File: config.mk
export PLATFORM = sky130hd
export DESIGN_NAME = debounce_arr
export DESIGN_NICKNAME = d
export VERILOG_FILES = /design/src/rtl/debounce_arr.sv
export SDC_FILE = /design/constraint.sdc
export NUM_CORES = 1
export LEC_CHECK = 0
export BUFFER_PORTS_ARGS = -buffer_cell sky130_fd_sc_hd__buf_2
export CORE_MARGIN = 4
export CORE_UTILIZATION = 30
export CTS_BUF_LIST = sky130_fd_sc_hd__clkbuf_16
export DETAILED_ROUTE_END_ITERATION = 8
export GPL_ROUTABILITY_DRIVEN = 0
export PLACE_DENSITY = 0.47
export SYNTH_ARGS = -nofsm -noshare
export SYNTH_HDL_FRONTEND = slang
export SYNTH_SLANG_ARGS = --single-unit
export TNS_END_PERCENT = 50
File: constraint.sdc
create_clock -name clk -period 1.9 [get_ports clk]
set_clock_uncertainty 0.2 [all_clocks]
set_input_delay 0.38 -clock clk [delete_from_list [all_inputs] [get_ports clk]]
set_output_delay 0.38 -clock clk [all_outputs]
set_load 0.02 [all_outputs]
File: src/rtl/debounce_arr.sv
// debounce_arr: per-channel two-flop synchroniser followed by a tick-sampled
// stability filter; all channels share one sample-rate prescaler.
module debounce_arr #(
  parameter int WIDTH      = 18,
  parameter int SAMPLE_DIV = 50000,
  parameter int STABLE_CNT = 4
) (
  input  logic             clk,
  input  logic             nreset,
  input  logic [WIDTH-1:0] raw,
  output logic [WIDTH-1:0] clean,
  output logic             tick
);

  localparam int              PC_W     = (SAMPLE_DIV > 1) ? $clog2(SAMPLE_DIV) : 1;
  localparam logic [PC_W-1:0] PC_LAST  = PC_W'(SAMPLE_DIV - 1);
  localparam logic [3:0]      CNT_LAST = 4'(STABLE_CNT - 1);

  logic [WIDTH-1:0] s1_r;
  logic [WIDTH-1:0] s2_r;
  logic [WIDTH-1:0] clean_r;
  logic [WIDTH-1:0] clean_nxt_s;
  logic [PC_W-1:0]  pc_r;
  logic [PC_W-1:0]  pc_nxt_s;
  logic             tick_r;
  logic             tick_nxt_s;
  logic [3:0]       cnt_r     [WIDTH];
  logic [3:0]       cnt_nxt_s [WIDTH];

  // Two-stage synchroniser on every raw input bit
  always_ff @(posedge clk or negedge nreset) begin
    if (!nreset) begin
      s1_r <= '0;
      s2_r <= '0;
    end else begin
      s1_r <= raw;
      s2_r <= s1_r;
    end
  end

  // Prescaler: tick is raised for the cycle after pc wraps
  always_comb begin
    pc_nxt_s   = pc_r;
    tick_nxt_s = 1'b0;
    if (pc_r == PC_LAST) begin
      pc_nxt_s   = '0;
      tick_nxt_s = 1'b1;
    end else begin
      pc_nxt_s   = pc_r + PC_W'(1);
      tick_nxt_s = 1'b0;
    end
  end

  // Per-channel filter; any sample matching clean throws away the evidence so far
  always_comb begin
    clean_nxt_s = clean_r;
    for (int i = 0; i < WIDTH; i++) begin
      cnt_nxt_s[i] = cnt_r[i];
      if (tick_r) begin
        if (s2_r[i] == clean_r[i]) begin
          cnt_nxt_s[i] = 4'd0;
        end else if (cnt_r[i] == CNT_LAST) begin
          clean_nxt_s[i] = s2_r[i];
          cnt_nxt_s[i]   = 4'd0;
        end else begin
          cnt_nxt_s[i] = cnt_r[i] + 4'd1;
        end
      end else begin
        cnt_nxt_s[i] = cnt_r[i];
      end
    end
  end

  // State registers for prescaler, counters and clean levels
  always_ff @(posedge clk or negedge nreset) begin
    if (!nreset) begin
      pc_r    <= '0;
      tick_r  <= 1'b0;
      clean_r <= '0;
      for (int i = 0; i < WIDTH; i++) begin
        cnt_r[i] <= 4'd0;
      end
    end else begin
      pc_r    <= pc_nxt_s;
      tick_r  <= tick_nxt_s;
      clean_r <= clean_nxt_s;
      for (int i = 0; i < WIDTH; i++) begin
        cnt_r[i] <= cnt_nxt_s[i];
      end
    end
  end

  assign clean = clean_r;
  assign tick  = tick_r;

endmodule
* Word-level counts from Yosys, hierarchy flattened
Index checks and enable logic that the tools add are counted.
Storage, ports and cells: register bits after elaboration 143, input port bits 20, output and inout bits 19, logic and storage cells 170
Operators by class: add/sub/neg operators 19, equal/unequal tests 37, muxes and demuxes 38, bitwise logic cells 18, reductions and logical operators 18
Operator list (count):
- 4-bit two-way mux | 36
- 4-bit by 1-bit adder with 4-bit output, second input constant | 18
- 4-bit by 2-bit == test with 1-bit output, second input constant | 18
- 3-bit AND reduction | 18
- 1-bit == test | 18
- 1-bit NOT | 18
- 16-bit by 1-bit adder with 16-bit output, second input constant | 1
- 16-bit == test, second input constant | 1
- 16-bit two-way mux | 1
- 1-bit two-way mux | 1

* Logic depth before layout (Yosys ltp)
word-level depth 3, depth in mapped cells 5, depth with buffers taken out 5

* Worst setup path after synthesis
OpenSTA, ideal clock, no wires.
path kind flip-flop to flip-flop, start register cnt_r[52] in the netlist's numbering, end register clean_r[4], in the netlist clean[4], library setup time 125 ps, arrival 1418 ps, data required time 1575 ps, slack 157 ps, stages on the path, launching flop included 5, buffers on the path 0, clock period less this slack 1743 ps, cell sequence dfrtp_1 ha_1 or3b_2 nor2_1 mux2_2
On the way: cells in the longest elaborated chain, start to end 2
Ends and longest elaborated chain:
- start, declared | line 27 | logic [3:0] cnt_r [WIDTH];
- start signal, assigned by index | line 88 | cnt_r[i] <= cnt_nxt_s[i];
- 4-bit by 2-bit == test with 1-bit output | line 62 | end else if (cnt_r[i] == CNT_LAST) begin
- 3-bit AND reduction (no line)
- end signal, assigned | line 86 | clean_r <= clean_nxt_s;
- end, declared | line 21 | logic [WIDTH-1:0] clean_r;
Every way passes these cells. A chain may end at the register's enable or synchronous reset.

* Worst setup path after layout
Same ends and word-level chain as after synthesis.

==> metrics.txt <==
layout cells sized above 1 16.8%; Vias/cell 4.66; Worst Tran Pin Value roughly 0.39 ns; largest net degree at the start of global routing 50; CTS Buf Count 17; port bufs 38; status completed; Cell variety after synth 38; sequential area share after synthesis 58.0%; crit-path cells ha_2 -> or3b_2 -> nor2_2 -> mux2_2; Crit path required time 2.00 ns; Critical Path End Type flip-flop; clk buf depth 2; max cap viols 0; final number of hold-violating endpoints 0; Setup-failing EPs final 0; Comb power frac 2.4%; DRT antenna net count 0; post-DR wirelength/cell 12.6 um; Die Wd 151 um; RSZ-0062 raised after global routing false; synthesis-to-finish area growth 22.6%; Synth Cell Area 6170 um2; via count about 4200; TNS Setup 0 ns; Hold Path Class reg2reg; CP peak stage delay 0.47 ns; shortest period the worst path allows 1.83 ns; NetSw 1.45 mW; Worst R2R Path Depth 4; leakage power 3.52 nW; vias in the first global route 4164; crit path DAT 1.93 ns; Pwr Density 884 nW/um2; stages on the worst setup path 4; CTS tree yes; first-pass GRT wire length 19400 um; final net count 650; CORE AREA 20200 um2; Buf/Inv on CP 0; DRT iter0 DRCs 161; Sequential Power Share 46.4%; Startpoint Class flip-flop; Mapped Cells 539; Reg clk slew, reported paths roughly 0.060 ns; period utilisation layout between 90% and 100%; Crit Path Max Fanout 4; slowest CP cell or3b_2; Worst VDD drop 0.527 mV; clk root buf clkbuf_16; post-CTS setup buffers 0; Worst path top cell family by delay simple AND/OR/NAND/NOR gates; Total GRT Usage 10.6%; Switching Fraction roughly 22%; Skew-Pair Late Insertion Delay between 0.4 and 0.5 ns; Syn Nets 578; routed wire length 11200 um; fin. max-slew vios 0; # DRC 0; Peak Freq 546 MHz; CTS H-tree lvls 4; Pre-antenna DRT Iters 4; I/O pins 39; WHS Path Cells 0; initial antenna violation count 0; crit path kind reg2reg; # diodes 0; hpwl dp 7300 um; die height approximately 150 um; clk sink count around 140; Avg Inst Size Synth 11.5 um2; internal power 5.24 mW; Placed Cells between 800 and 900; die area 22900 um2; yosys warns 0; Yosys reg bits 143; total global routing overflow 0; Clock Power Share 51.2%; Rel. slew slack 73.5%; Placement Rows 52; Initial Utilization 30.5%; final cell count without fillers about 900
[cell type report]
| class | instances | area [um2] |
|---|---|---|
| Clock buffer | 17 | 425 |
| Clock inverter | 15 | 184 |
| Fill cell | 1936 | 12700 |
| Inverter | 3 | 11.3 |
| Multi-Input combinational cell | 379 | 2530 |
| Sequential cell | 143 | 3580 |
| Tap cell | 270 | 338 |
| Timing Repair Buffer | 67 | 503 |
[layer usage]
metal / wire (um) / track usage [%]
met5: 0 / 0
met4: 149 / 4.26
met3: 422 / 3.56
met2: 5200 / 16.4
met1: 5470 / 13.5
[power by group through the flow]
stage	registers (mW)	clock network (mW)	logic, mW
floorplan	3.15	0	0.0326
global placement	3.16	0	0.133
detailed placement	3.16	0	0.137
CTS	3.10	3.56	0.167
global route	3.10	3.68	0.184
finish	3.10	3.43	0.159
[path summary, 6_finish.rpt]
kind	start	endpoint	slack, ns
worst min-delay path	s1_r[6]	s2_r[6]	0.14
min in group asynchronous	nreset	clean[9]	0.21
worst min register to register	s1_r[6]	s2_r[6]	0.14
worst max-delay path	cnt_r[52]	clean[4]	0.07
max in group asynchronous	nreset	clean[5]	0.69
worst max register to register	cnt_r[52]	clean[4]	0.07
[synth_stat cells, drive strengths merged]
library cell,count,area share [%]
a2111oi,1,0.14
a211oi,1,0.12
a21o,13,1.6
a21oi,1,0.081
a22o,8,1.1
a31o,1,0.14
a31oi,1,0.10
a32o,6,0.97
a41oi,1,0.14
and3,19,1.9
and4,1,0.14
buf,8,0.59
clkbuf,6,0.36
clkinv,1,0.061
dfrtp,143,58
ha,19,3.9
inv,2,0.12
mux2,18,3.3
mux2i,1,0.16
nand2,67,4.1
nand2b,12,1.2
nand3,4,0.41
nand3b,26,3.2
nand4,6,0.71
nor2,23,1.4
nor2b,7,0.71
nor3,14,1.1
nor3b,16,1.9
nor4,4,0.65
o21ai,62,5.0
o2bb2ai,14,2.0
or3b,1,0.14
xnor2,27,3.8
xor2,5,0.71
[layout by cell type (no fill, tap or decap), types with 2 or more instances in the layout]
cell type / instances
dfrtp_1: 142
nand2_1: 67
o21ai_0: 62
buf_2: 37
xnor2_1: 27
nand3b_1: 26
nor2_1: 22
and3_1: 19
dlygate4sd3_1: 19
mux2_2: 18
ha_1: 18
clkbuf_16: 17
nor3b_1: 16
nor3_1: 14
o2bb2ai_1: 14
a21o_1: 13
nand2b_1: 12
a22o_1: 8
nor2b_1: 7
a32o_1: 6
buf_4: 6
nand4_1: 5
xor2_1: 5
inv_6: 5
nor4_1: 3
nand3_1: 3
bufinv_16: 3
clkinv_4: 3
buf_12: 3
inv_1: 2
clkinv_1: 2
clkinvlp_4: 2
buf_6: 2
[worst reg2reg max path, cell delays in order, from the launching register on]
cell     delay [ns]
dfrtp_1        0.42
ha_2           0.21
or3b_2         0.47
nor2_2         0.10
mux2_2         0.33
[metrics by stage]
stage | worst slack, ns | cell area (um2) | hold WS (ns) | util (%) | power [mW]
detailed placement | 0.0625 | 6760 | 0.0917 | 33.4 | 3.29
global route | 0.0160 | 7570 | 0.155 | 37.4 | 6.97
floorplan | 0.157 | 6170 | -0.116 | - | 3.19
finish | 0.0679 | 7570 | 0.142 | 37.4 | 6.69
CTS | 0.0231 | 7560 | 0.145 | 37.4 | 6.83
global placement | 0.118 | 6760 | 0.0891 | 33.4 | 3.29
[flip-flops by register name, summed over array words and instances (netlist names)]
name,cells
s1_r,18
clean,18
pc_r,16
tick,1
cnt_r,72
s2_r,18
[cell families (layout without fill, tap and decap cells)]
kind of cell             after synthesis  after routing  synth area share, %
XOR/XNOR                              32             32                 4.54
buffers and inverters                 17            102                 1.14
AND/OR/NAND/NOR                      200            200                 17.6
flip-flops                           143            143                 58.0
AO/OA/AOI/OAI                        109            109                 11.4
adder cells (fa/ha/maj)               19             19                 3.85
multiplexers                          19             19                 3.45
[what timing repair did]
| action | CTS | global route |
|---|---|---|
| setup endpoints to repair | 0 | 2 |
| hold buffers | 19 | 0 |
| hold endpoints to repair | 108 | 0 |
| gates resized for setup | 0 | 3 |
Power figures use the tool's default switching activity.
